===== src/rtl/dec_pkg.sv =====
// Shared types and constants for the registered one-hot decoder.
//   state_t      : controller states (IDLE, HOLD, SCAN)
//   MODE_DECODE  : mode input value selecting handshake-driven decode
//   MODE_SCAN    : mode input value selecting the auto-walking scan
//   dwell_width  : width of a down-counter that must hold DWELL-1
package dec_pkg;

    typedef enum logic [1:0] {
        IDLE = 2'd0,
        HOLD = 2'd1,
        SCAN = 2'd2
    } state_t;

    localparam logic MODE_DECODE = 1'b0;
    localparam logic MODE_SCAN   = 1'b1;

    // A dwell of 1 still needs a 1-bit counter (it simply stays at 0).
    function automatic int dwell_width(input int dwell);
        return (dwell > 1) ? $clog2(dwell) : 1;
    endfunction

endpackage


===== src/rtl/decoder_n2m_seq_onehot_dec.sv =====
// Combinational SEL_W-to-2^SEL_W one-hot decoder with enable.
//   en   : in  1          low forces an all-zero output
//   sel  : in  SEL_W      index of the bit to raise
//   out  : out 2**SEL_W   one-hot (or zero when disabled)
module onehot_dec #(
    parameter int SEL_W = 2
) (
    input  logic                   en,
    input  logic [SEL_W-1:0]       sel,
    output logic [(2**SEL_W)-1:0]  out
);

    localparam int OUT_W = 2**SEL_W;

    assign out = en ? (OUT_W'(1) << sel) : '0;

endmodule


===== src/rtl/decoder_n2m_seq.sv =====
// Registered one-hot decoder with two modes:
//   DECODE - a select accepted through in_valid/in_ready is latched onto f.
//   SCAN   - the active bit of f walks 0..OUT_W-1, each held for DWELL cycles.
// Ports:
//   clk       : in  1       rising-edge clock
//   rst       : in  1       asynchronous active-high reset
//   en        : in  1       global enable, low clears everything at the next edge
//   mode      : in  1       MODE_DECODE / MODE_SCAN
//   in_valid  : in  1       in_sel valid (decode mode only)
//   in_sel    : in  SEL_W   select index
//   in_ready  : out 1       combinational, en && decode mode
//   f         : out OUT_W   registered one-hot output, zero when inactive
//   f_valid   : out 1       f holds a live one-hot value
//   scan_wrap : out 1       one-cycle pulse when the scan returns to bit 0
//
// state | meaning
// ------+-----------------------------------------------------------
// IDLE  | outputs inactive, waiting for an accept or scan request
// HOLD  | f holds the last accepted select, new accepts replace it
// SCAN  | f walks the outputs with a DWELL-cycle dwell per bit
module decoder_n2m_seq
    import dec_pkg::*;
#(
    parameter int SEL_W = 2,
    parameter int DWELL = 4
) (
    input  logic                   clk,
    input  logic                   rst,
    input  logic                   en,
    input  logic                   mode,
    input  logic                   in_valid,
    input  logic [SEL_W-1:0]       in_sel,
    output logic                   in_ready,
    output logic [(2**SEL_W)-1:0]  f,
    output logic                   f_valid,
    output logic                   scan_wrap
);

    localparam int OUT_W = 2**SEL_W;
    localparam int CNT_W = dwell_width(DWELL);
    localparam logic [CNT_W-1:0] DWELL_LOAD = CNT_W'(DWELL - 1);

    state_t            state;
    logic [SEL_W-1:0]  idx;
    logic [SEL_W-1:0]  idx_next;
    logic [CNT_W-1:0]  dwell_cnt;
    logic [SEL_W-1:0]  dec_sel;
    logic [OUT_W-1:0]  dec_out;

    assign in_ready = en && (mode == MODE_DECODE);
    assign idx_next = idx + SEL_W'(1);

    // One decoder serves both modes: the accepted select in decode mode,
    // bit 0 when entering scan, and the next scan position while scanning.
    always_comb begin
        dec_sel = in_sel;
        if (mode == MODE_SCAN) begin
            dec_sel = (state == SCAN) ? idx_next : '0;
        end
    end

    onehot_dec #(
        .SEL_W (SEL_W)
    ) u_onehot_dec (
        .en  (en),
        .sel (dec_sel),
        .out (dec_out)
    );

    always_ff @(posedge clk or posedge rst) begin
        if (rst) begin
            state     <= IDLE;
            idx       <= '0;
            dwell_cnt <= '0;
            f         <= '0;
            f_valid   <= 1'b0;
            scan_wrap <= 1'b0;
        end else if (!en) begin
            state     <= IDLE;
            idx       <= '0;
            dwell_cnt <= '0;
            f         <= '0;
            f_valid   <= 1'b0;
            scan_wrap <= 1'b0;
        end else begin
            case (state)
                IDLE, HOLD: begin
                    scan_wrap <= 1'b0;
                    if (mode == MODE_SCAN) begin
                        state     <= SCAN;
                        idx       <= '0;
                        dwell_cnt <= DWELL_LOAD;
                        f         <= dec_out;
                        f_valid   <= 1'b1;
                    end else if (in_valid) begin
                        state   <= HOLD;
                        f       <= dec_out;
                        f_valid <= 1'b1;
                    end
                end
                SCAN: begin
                    if (mode == MODE_DECODE) begin
                        // Leaving scan drops the outputs; a fresh accept is
                        // needed before f goes live again.
                        state     <= IDLE;
                        idx       <= '0;
                        dwell_cnt <= '0;
                        f         <= '0;
                        f_valid   <= 1'b0;
                        scan_wrap <= 1'b0;
                    end else if (dwell_cnt == '0) begin
                        idx       <= idx_next;
                        dwell_cnt <= DWELL_LOAD;
                        f         <= dec_out;
                        // Stepping off the last index lands back on bit 0.
                        scan_wrap <= &idx;
                    end else begin
                        dwell_cnt <= dwell_cnt - CNT_W'(1);
                        scan_wrap <= 1'b0;
                    end
                end
                default: begin
                    state     <= IDLE;
                    idx       <= '0;
                    dwell_cnt <= '0;
                    f         <= '0;
                    f_valid   <= 1'b0;
                    scan_wrap <= 1'b0;
                end
            endcase
        end
    end

endmodule


===== config.mk =====
export PLATFORM = sky130hd
export DESIGN_NAME = decoder_n2m_seq
export DESIGN_NICKNAME = d
export VERILOG_FILES = /design/src/rtl/dec_pkg.sv /design/src/rtl/decoder_n2m_seq_onehot_dec.sv /design/src/rtl/decoder_n2m_seq.sv
export SDC_FILE = /design/constraint.sdc
export NUM_CORES = 1
export LEC_CHECK = 0
export CAP_MARGIN = 20
export CORE_AREA = 2 2 39 41
export CTS_CLUSTER_DIAMETER = 50
export CTS_CLUSTER_SIZE = 14
export DETAILED_ROUTE_END_ITERATION = 12
export DIE_AREA = 0 0 41 43
export PLACE_DENSITY = 0.88
export SETUP_SLACK_MARGIN = 0.5
export SYNTH_ARGS = -nofsm -noshare
export SYNTH_HDL_FRONTEND = slang
export SYNTH_SLANG_ARGS = --single-unit

===== constraint.sdc =====
create_clock -name clk -period 2.5 [get_ports clk]
set_input_delay 0.25 -clock clk [delete_from_list [all_inputs] [get_ports clk]]
set_output_delay 0.25 -clock clk [all_outputs]
set_load 0.05 [all_outputs]

======== Yosys cells after proc, flatten, opt, wreduce, memory -nomap -nowiden ========
Cells that the tools add are included.
word-level totals
  output and inout bits ................... 7
  word-level logic and storage cells ...... 56
  bits in registers ....................... 12
operators by class
  multiplexer cells ....................... 32
  shift-type cells ........................ 1
  add/sub/neg operators ................... 2
  bitwise operators ....................... 1
  equality and inequality tests ........... 6
  reduce and logical (&&, ||, !) cells .... 8
operators with widths
  cell                                                 count
  2-to-1 mux 2 bit                                     14
  2-to-1 mux 4 bit                                     5
  one-hot mux 2 bit (2 select lines)                   3
  2-to-1 mux 1 bit                                     8
  one-hot mux 4 bit (2 select lines)                   1
  AND reduction 2 bit                                  4
  != test 3 bit, second input constant                 2
  zero test 2 bit                                      2
  != test 4 x 3 -> 1 bit, second input constant        1
  != test 4 bit, second input constant                 1
  left shift 1 x 2 -> 4 bit, first input constant      1
  adder 2 x 1 -> 2 bit, second input constant          1
  equality test 2 x 1 -> 1 bit, second input constant  1
  equality test 2 bit, second input constant           1
  one-hot mux 1 bit (2 select lines)                   1
  OR reduction 2 bit                                   1
  subtractor 2 x 1 -> 2 bit, second input constant     1
  logical AND 1 bit                                    1
  inverter 1 bit                                       1

======== Longest topological paths before layout ========
Gate-level depths: netlist of run 1.
  depth in word-level cells ............... 8
  mapped depth ............................ 5

======== By module ========
Synthesis of run 1 repeated with hierarchy kept, for this count alone.
unflattened totals
  cells, all modules ...................... 75
  area total of the unflattened synthesis .. 734.5 um^2
by module, submodules not included
  module           area each (um^2)  times used  cells an instance  seq. area each (um^2)
  decoder_n2m_seq  696.9             1           71                 300.3
  onehot_dec       37.5              1           4                  0.0

======== Least setup slack after synthesis of run 1 ========
OpenSTA, ideal clock, no wires.
  kind .................................... reg-to-reg
  start point ............................. reg dwell_cnt[0]
  end point ............................... reg f[0]
  clock period less this slack ............ 1.360 ns
  setup slack ............................. 1.140 ns
  arrival time ............................ 1.239 ns
  library setup time ...................... 0.122 ns
  stages on the path, launching flop included .. 6
  cells stage by stage .................... dfrtp_1 inv_1 ha_1 and4bb_1 o21a_1 a32o_1
between the ends
  longest elaborated chain between the ends .. 3
RTL lines
  what                                     line                    source
  from (decl)                              decoder_n2m_seq.sv:46   logic [CNT_W-1:0] dwell_cnt;
  from (signal assigned)                   decoder_n2m_seq.sv:118  dwell_cnt <= dwell_cnt - CNT_W'(1);
  zero test 2 bit                          decoder_n2m_seq.sv:111  end else if (dwell_cnt == '0) begin
  != test 4 x 3 -> 1 bit (no source line)  -
  AND reduction 2 bit (no source line)     -
  to (signal assigned)                     decoder_n2m_seq.sv:93   f <= dec_out;
  to (signal assigned)                     decoder_n2m_seq.sv:97   f <= dec_out;
  to (signal assigned)                     decoder_n2m_seq.sv:114  f <= dec_out;
  to (decl)                                decoder_n2m_seq.sv:34   output logic [(2**SEL_W)-1:0] f,
No other way between the ends.
A chain may end at the register's enable or synchronous reset.

======== Worst setup path after layout of run 1 ========
  start point ............................. in mode
  end point ............................... out in_ready
between the ends
  longest elaborated chain between the ends .. 2
RTL lines
  what               line                   source
  from (decl)        decoder_n2m_seq.sv:30  input logic mode,
  inverter 1 bit     -
  logical AND 1 bit  decoder_n2m_seq.sv:50  assign in_ready = en && (mode == MODE_DECODE);
  to (decl)          decoder_n2m_seq.sv:33  output logic in_ready,
No other way between the ends.

==> results by group, run 1 <==
Status
  – Status: finished, final reports clean

Logic synthesis
  – Largest family of logic cells by synthesized area: compound AO/OA/AOI/OAI gates
  – Distinct cells, synth: 30
  – Seq/Total Area, Yosys: 45.7%
  – Top cells by area, synth: dfrtp_1 (46%), a32o_1 (7.6%), ha_1 (3.8%), o21ai_0 (3.8%), inv_1 (2.9%)
  – Mean Syn Cell Area: about 10 um^2
  – Top cell type's share of synthesized area: 45.7%
  – Ys flop type: dfrtp_1
  – Asr flop ratio synth: 100%
  – Mapped Cells: 63
  – XOR/XNOR Fraction of Synth Area: ~1.3%
  – Post-synth EDFFs: 0
  – Synth Area in Simple Gates: between 10% and 20%
  – Post-synthesis net count: around 70
  – Post-synthesis compound-gate area fraction: a little over a quarter
  – Dominant cell type by area after synthesis: dfrtp_1
  – Synth warnings: 0
  – #FFs+latches synth: 12
  – Adder-cell share of the synthesized area: 3.81%
  – Mapped Area: around 660 um^2
  – Fraction of synthesized area in multiplexers: 0%

Critical path
  – CP peak stage delay: 0.76 ns
  – Critical Path Source Type: input port
  – Ordered list of cells on the worst path: clkdlybuf4s50_1 > and2b_2 > buf_4
  – Critical path's top delay family: buffers and inverters
  – Worst EP required: ~2.3 ns
  – R2R setup slack: 1.01 ns
  – CP Class: in -> out
  – Worst Path Buf+Inv: 2
  – Slowest-stage cell, CP: clkdlybuf4s50_1
  – Critical R2R Capture: f[2]$_DFFE_PP0P_
  – Worst reg2reg path depth: 5
  – Crit-path max FO: 15
  – R2R Path Start: dwell_cnt[0]$_DFFE_PP0P_
  – Crit end category: output pin
  – CP arrival: approximately 1.5 ns

Die
  – Starting density of the core: 47.5%
  – Core Footprint: around 1400 um^2
  – Boundary Pins: 14
  – Die height: 43 um
  – FP Rows: 14
  – Die X-Extent: between 40 and 50 um
  – Die area: 1760 um^2

Place
  – Dpl hpwl: about 940 um
  – Pre-CTS setup slack: about 0.62 ns
  – I/O Buffers: 13
  – Final GP Congestion: 0.756

STA
  – Worst setup margin: 0.775 ns
  – RSZ-0062 raised after global routing: false
  – Fin. max-slew vios: 0
  – Setup TNS: 0 ns
  – Max transition margin: between 60% and 70%
  – Achievable clock frequency: between 500 and 600 MHz
  – Tmin final: 1.72 ns
  – Worst-Margin Slew: about 0.50 ns
  – Worst-case clock skew: between 0.0015 and 0.002 ns
  – Final Cycle Share: 69.0%
  – Final-report setup violation count: 0
  – Endpoints failing hold: 0

Job
  – MaxCap Viol Count: 0

Detailed routing
  – Pre-Repair DR Iteration Count: 4
  – DRC Markers: 0
  – Initial DRC count: 16
  – Vias post-DR: approximately 530
  – Wirelength per Cell: between 10 and 15 um
  – Avg Vias per Cell: between 5 and 6
  – Routed Antenna Nets: 0
  – WL final: about 1.3 mm

GRT
  – GR Util All Layers: ~17%
  – Vias in the first global route: 494
  – Initial antenna violation count: 0
  – First-pass GRT wire length: roughly 2.1 mm
  – Largest net degree at the start of global routing: 16
  – Grt ovf: 0

Clock network
  – Clock sinks: 12
  – CTS clk-pin slew, worst paths: approximately 0.07 ns
  – # Post-CTS Setup Buffers: 0
  – CTS tree: done
  – CTS buffer count: 3
  – Maximum level of the CTS H-tree: 1
  – Max Root-Sink Buffers: 2
  – Post-CTS Resized: 0
  – Skew-Pair Late Insertion Delay: 0.27 ns
  – Cts hold-fix bufs: 0
  – CTS Root Cell: clkbuf_4

Pwr
  – Peak supply drop: 0.406 mV
  – Static leakage power: between 0.3 and 0.4 nW
  – PD cells: roughly 530 nW/um^2

Layout
  – Share of cells above drive strength 1: around a tenth
  – Most frequent cells in the layout: dfrtp_1 (12), clkdlybuf4s50_1 (12), a32o_1 (5), inv_1 (5), o21ai_0 (5)
  – Final net count: 86
  – Ant. Diodes: 0
  – Area grow syn2layout: 21.5%

Min path
  – Hold WC Path Type: in -> async
stage by stage:
step | utilization, % | hold WS (ns) | total power, W | cell area (um^2) | cells
final | 57.7 | 0.274 | 0.000422 | 798 | 91
after detailed placement | 56.1 | 0.485 | 0.000308 | 776 | 88
after floorplan | - | 0.115 | 0.000280 | 657 | 63
after global placement | 56.1 | 0.483 | 0.000306 | 776 | 88
after CTS | 57.7 | 0.287 | 0.000428 | 798 | 91
after global routing | 57.7 | 0.341 | 0.000445 | 798 | 91
flip-flops by register name, summed over array words and instances, names as in the netlist:
name	cells
idx	2
f_valid	1
state	2
f	4
dwell_cnt	2
scan_wrap	1
worst max path at each step:
stage	slack, ns	depth (start not counted)	end	startpoint
after CTS	0.76	3	in_ready	mode
final	0.78	3	in_ready	mode
after detailed placement	0.62	4	f[2]$_DFFE_PP0P_	mode
after global routing	0.70	3	in_ready	mode
after global placement	0.68	4	f[2]$_DFFE_PP0P_	mode
after floorplan	1.14	5	f[0]$_DFFE_PP0P_	dwell_cnt[0]$_DFFE_PP0P_
layer usage:
layer	GRT usage, %	part of all wire (%)
met4	8.00	2.2
met2	25.0	47
met3	3.14	4.5
met1	24.1	46
met5	0	0
power breakdown:
part / leakage, nW / internal, W / switching, W / total, W
Sequential: 0.160 / 0.000203 / 0.0000100 / 0.000213
Clock: 0.0138 / 0.0000559 / 0.0000620 / 0.000118
Combinational: 0.180 / 0.0000382 / 0.0000530 / 0.0000912
cell type report:
type / instances / area (um^2)
fill: 123 / 586
inverter: 6 / 22.5
timing repair buffer: 13 / 128
sequential: 12 / 300
multi-input combinational: 41 / 305
clock buffer: 3 / 22.5
tap: 16 / 20.0
logic make-up after synthesis:
group | count (synthesis)
xor+xnor | 1
flops | 12
fa+ha+maj | 2
compound gates | 22
buf+inv | 10
simple gates | 16
cells in the mapped netlist, types with 2 or more instances:
master / number
a21boi_0: 2
a32o_1: 5
a32oi_1: 2
buf_2: 2
dfrtp_1: 12
ha_1: 2
inv_1: 5
nand2_1: 2
nor2_1: 4
nor2b_1: 2
o21ai_0: 5
o32ai_1: 2
(Power assumes the default switching activity.)
==> run 2: changes to the inputs <==
--- a/config.mk
+++ b/config.mk
@@ -6,12 +6,11 @@
 export NUM_CORES = 1
 export LEC_CHECK = 0
 export CAP_MARGIN = 20
-export CORE_AREA = 2 2 39 41
+export CORE_UTILIZATION = 47
 export CTS_CLUSTER_DIAMETER = 50
 export CTS_CLUSTER_SIZE = 14
 export DETAILED_ROUTE_END_ITERATION = 12
-export DIE_AREA = 0 0 41 43
-export PLACE_DENSITY = 0.88
+export PLACE_DENSITY = 0.85
 export SETUP_SLACK_MARGIN = 0.5
 export SYNTH_ARGS = -nofsm -noshare
 export SYNTH_HDL_FRONTEND = slang
==> constraint.sdc (replaced) <==
create_clock -name clk -period 1.8 [get_ports clk]
set_input_delay 0.18 -clock clk [delete_from_list [all_inputs] [get_ports clk]]
set_output_delay 0.18 -clock clk [all_outputs]
set_load 0.05 [all_outputs]
==> run 2 against run 1 <==
  * Hold slack worse by 0.092 ns
  * Combinational power up 52%
  * Cell area up 8.6%
  * Utilization up 8.9 points
  * Via count up 2.1%
  * Critical path type is now reg -> reg
  * Highest routed layer unchanged
==> results by group, run 2 (same netlist as run 1, synthesis figures left out) <==
Layout
  – Most frequent cells in the layout: dfrtp_1 (10), a32o_1 (5), o21ai_0 (5)
  – Design area: 867 um^2 (+8.6%)
  – Share of cells above drive strength 1: 30.4% (+20 points)
  – FILL cells: 112 (-8.9%)
  – Largest register FFs: 4 (unchanged)
  – Area grow syn2layout: 32.0%
  – Sequential Area: 303 um^2 (+0.83%)
  – Ant. Diodes: 0 (unchanged)
  – Final net count: 89 (+3.5%)
  – Finished Layout Cells: 94 (+3.3%)
  – Top reg by flops: f
  – Most common cell after layout, fill and taps aside: dfrtp_1
  – Area of the multi-input gates: 330 um^2 (+8.2%)

Critical path
  – Critical path's top delay family: compound AO/OA/AOI/OAI gates
  – Worst EP required: 1.97 ns (-0.28 ns)
  – R2R Path Start: idx[0]$_DFFE_PP0P_
  – Worst reg2reg path depth: 3 (-2)
  – Crit end category: register
  – CP Class: reg -> reg
  – Critical R2R Capture: f[3]$_DFFE_PP0P_
  – Slowest-stage cell, CP: dfrtp_1
  – Ordered list of cells on the worst path: ha_4 > a32o_1 > a32o_1
  – Most Frequent Cell on Critical Path: a32o_1
  – CP peak stage delay: 0.46 ns (-0.30 ns)
  – R2R setup slack: 0.47 ns (-0.54 ns)
  – Worst Path Buf+Inv: 0 (-2)
  – CP arrival: 1.51 ns (+0.04 ns)
  – Critical Path Source Type: register
  – Crit-path max FO: 5 (-10)

Die
  – Boundary Pins: 14 (unchanged)
  – FP Rows: 13 (-1)
  – Die area: 1550 um^2 (-12%)
  – Core Footprint: 1300 um^2 (-6.0%)
  – Die X-Extent: 39.4 um (-3.9%)
  – Starting density of the core: 50.5% (+3.0 points)
  – Die height: 39.4 um (-8.4%)

STA
  – Fin. max-slew vios: 0 (unchanged)
  – Setup TNS: 0 ns (unchanged)
  – Worst setup margin: 0.468 ns (-0.307 ns)
  – Endpoints failing hold: 0 (unchanged)
  – Worst-Margin Slew: 0.429 ns (-0.0697 ns)
  – Tmin final: about 1.3 ns
  – Achievable clock frequency: approximately 750 MHz
  – Final-report setup violation count: 0 (unchanged)
  – Worst-case clock skew: 0.000835 ns (-0.000900 ns)
  – Max transition margin: 71.4% (+4.7 points)
  – Final Cycle Share: 74.0%
  – RSZ-0062 raised after global routing: true

Min path
  – Hold WC Path Type: in -> async

Status
  – Status: finished, final reports clean

GRT
  – Grt ovf: 0 (unchanged)
  – GR Util met2: 32.1% (+7.1 points)
  – Initial antenna violation count: 0 (unchanged)
  – Grt met3 use: 5.11% (+2.0 points)
  – First-pass GRT wire length: 2.10 mm (+1.6%)
  – Vias in the first global route: 454 (-8.1%)
  – Gr busiest metal: met2
  – M1 GR Usage: 28.3% (+4.2 points)
  – Largest net degree at the start of global routing: 16 (unchanged)
  – GR Util All Layers: 21.3% (+4.0 points)

Detailed routing
  – Vias post-DR: 542 (+2.1%)
  – Initial DRC count: 13 (-3)
  – Routed Antenna Nets: 0 (unchanged)
  – Avg Vias per Cell: 5.77 (-1.2%)
  – Wirelength per Cell: 14.0 um (-1.9%)
  – DRC Markers: 0 (unchanged)
  – Pre-Repair DR Iteration Count: 4 (unchanged)
  – WL final: 1.32 mm (+1.3%)

Clock network
  – Max Root-Sink Buffers: 2 (unchanged)
  – Clock sinks: 12 (unchanged)
  – CTS tree: done
  – Skew-Pair Late Insertion Delay: 0.28 ns (about the same)
  – CTS buffer count: 3 (unchanged)
  – Maximum level of the CTS H-tree: 1 (unchanged)
  – CTS Root Cell: clkbuf_4
  – CTS clk-pin slew, worst paths: 0.08 ns (about the same)

Place
  – Final GP Congestion: 0.801 (+5.9%)
  – Dpl hpwl: 925 um (-1.7%)
  – DP Cell Count: 88 (unchanged)
  – Placed cell area: 810 um^2 (+4.4%)
  – Pre-CTS setup slack: 0.183 ns (-0.441 ns)
  – I/O Buffers: 13 (unchanged)

Job
  – MaxCap Viol Count: 0 (unchanged)

Pwr
  – PD cells: 763 nW/um^2 (+44%)
  – Static leakage power: 0.379 nW (+7.0%)
  – Peak supply drop: 0.483 mV (+19%)
[run 2: worst max-delay path by stage]
stage | from | end | depth (start not counted)
floorplan | dwell_cnt[0]$_DFFE_PP0P_ | f[0]$_DFFE_PP0P_ | 5
global placement | mode | f[2]$_DFFE_PP0P_ | 5
detailed placement | mode | f[3]$_DFFE_PP0P_ | 5
CTS | f_valid$_DFFE_PP0P_ | f_valid | 1
global route | dwell_cnt[0]$_DFFE_PP0P_ | f[3]$_DFFE_PP0P_ | 5
finish | idx[0]$_DFFE_PP0P_ | f[3]$_DFFE_PP0P_ | 3
[run 2: layout make-up]
cell class              instances  share of cell area (%)
multi-input cells              41                    38.1
flip-flops and latches         12                    34.9
repair buffers                 16                    18.0
clock buffers                   4                    4.18
inverters                       6                    2.60
well taps                      15                    2.16
[run 2: repair_timing]
item,CTS,global route
setup endpoints to repair,11,8
pin swaps,2,1
setup buffers,1,1
gates resized for setup,20,6
hold buffers,0,0
[run 2: per-layer routing]
| layer | vias up | wire length [um] |
|---|---|---|
| li1 | 267 | - |
| met1 | 262 | 592 |
| met2 | 10 | 651 |
| met3 | 3 | 45 |
| met4 | 0 | 26 |
| met5 | - | 0 |
[run 2: report_power, final]
| part | total, W | leakage [nW] | internal [W] | switching [W] |
|---|---|---|---|---|
| registers | 0.000298 | 0.157 | 0.000283 | 0.0000151 |
| clock network | 0.000224 | 0.0210 | 0.000123 | 0.000101 |
| logic | 0.000139 | 0.200 | 0.0000615 | 0.0000777 |
| total | 0.000661 | 0.379 | 0.000468 | 0.000194 |
[run 2: metrics by stage]
stage | utilization (%) | hold slack, ns | power (W)
floorplan | - | 0.0447 | 0.000390
global placement | 62.2 | 0.488 | 0.000431
detailed placement | 62.2 | 0.487 | 0.000435
CTS | 66.4 | 0.203 | 0.000658
global route | 66.6 | 0.254 | 0.000689
finish | 66.6 | 0.182 | 0.000661
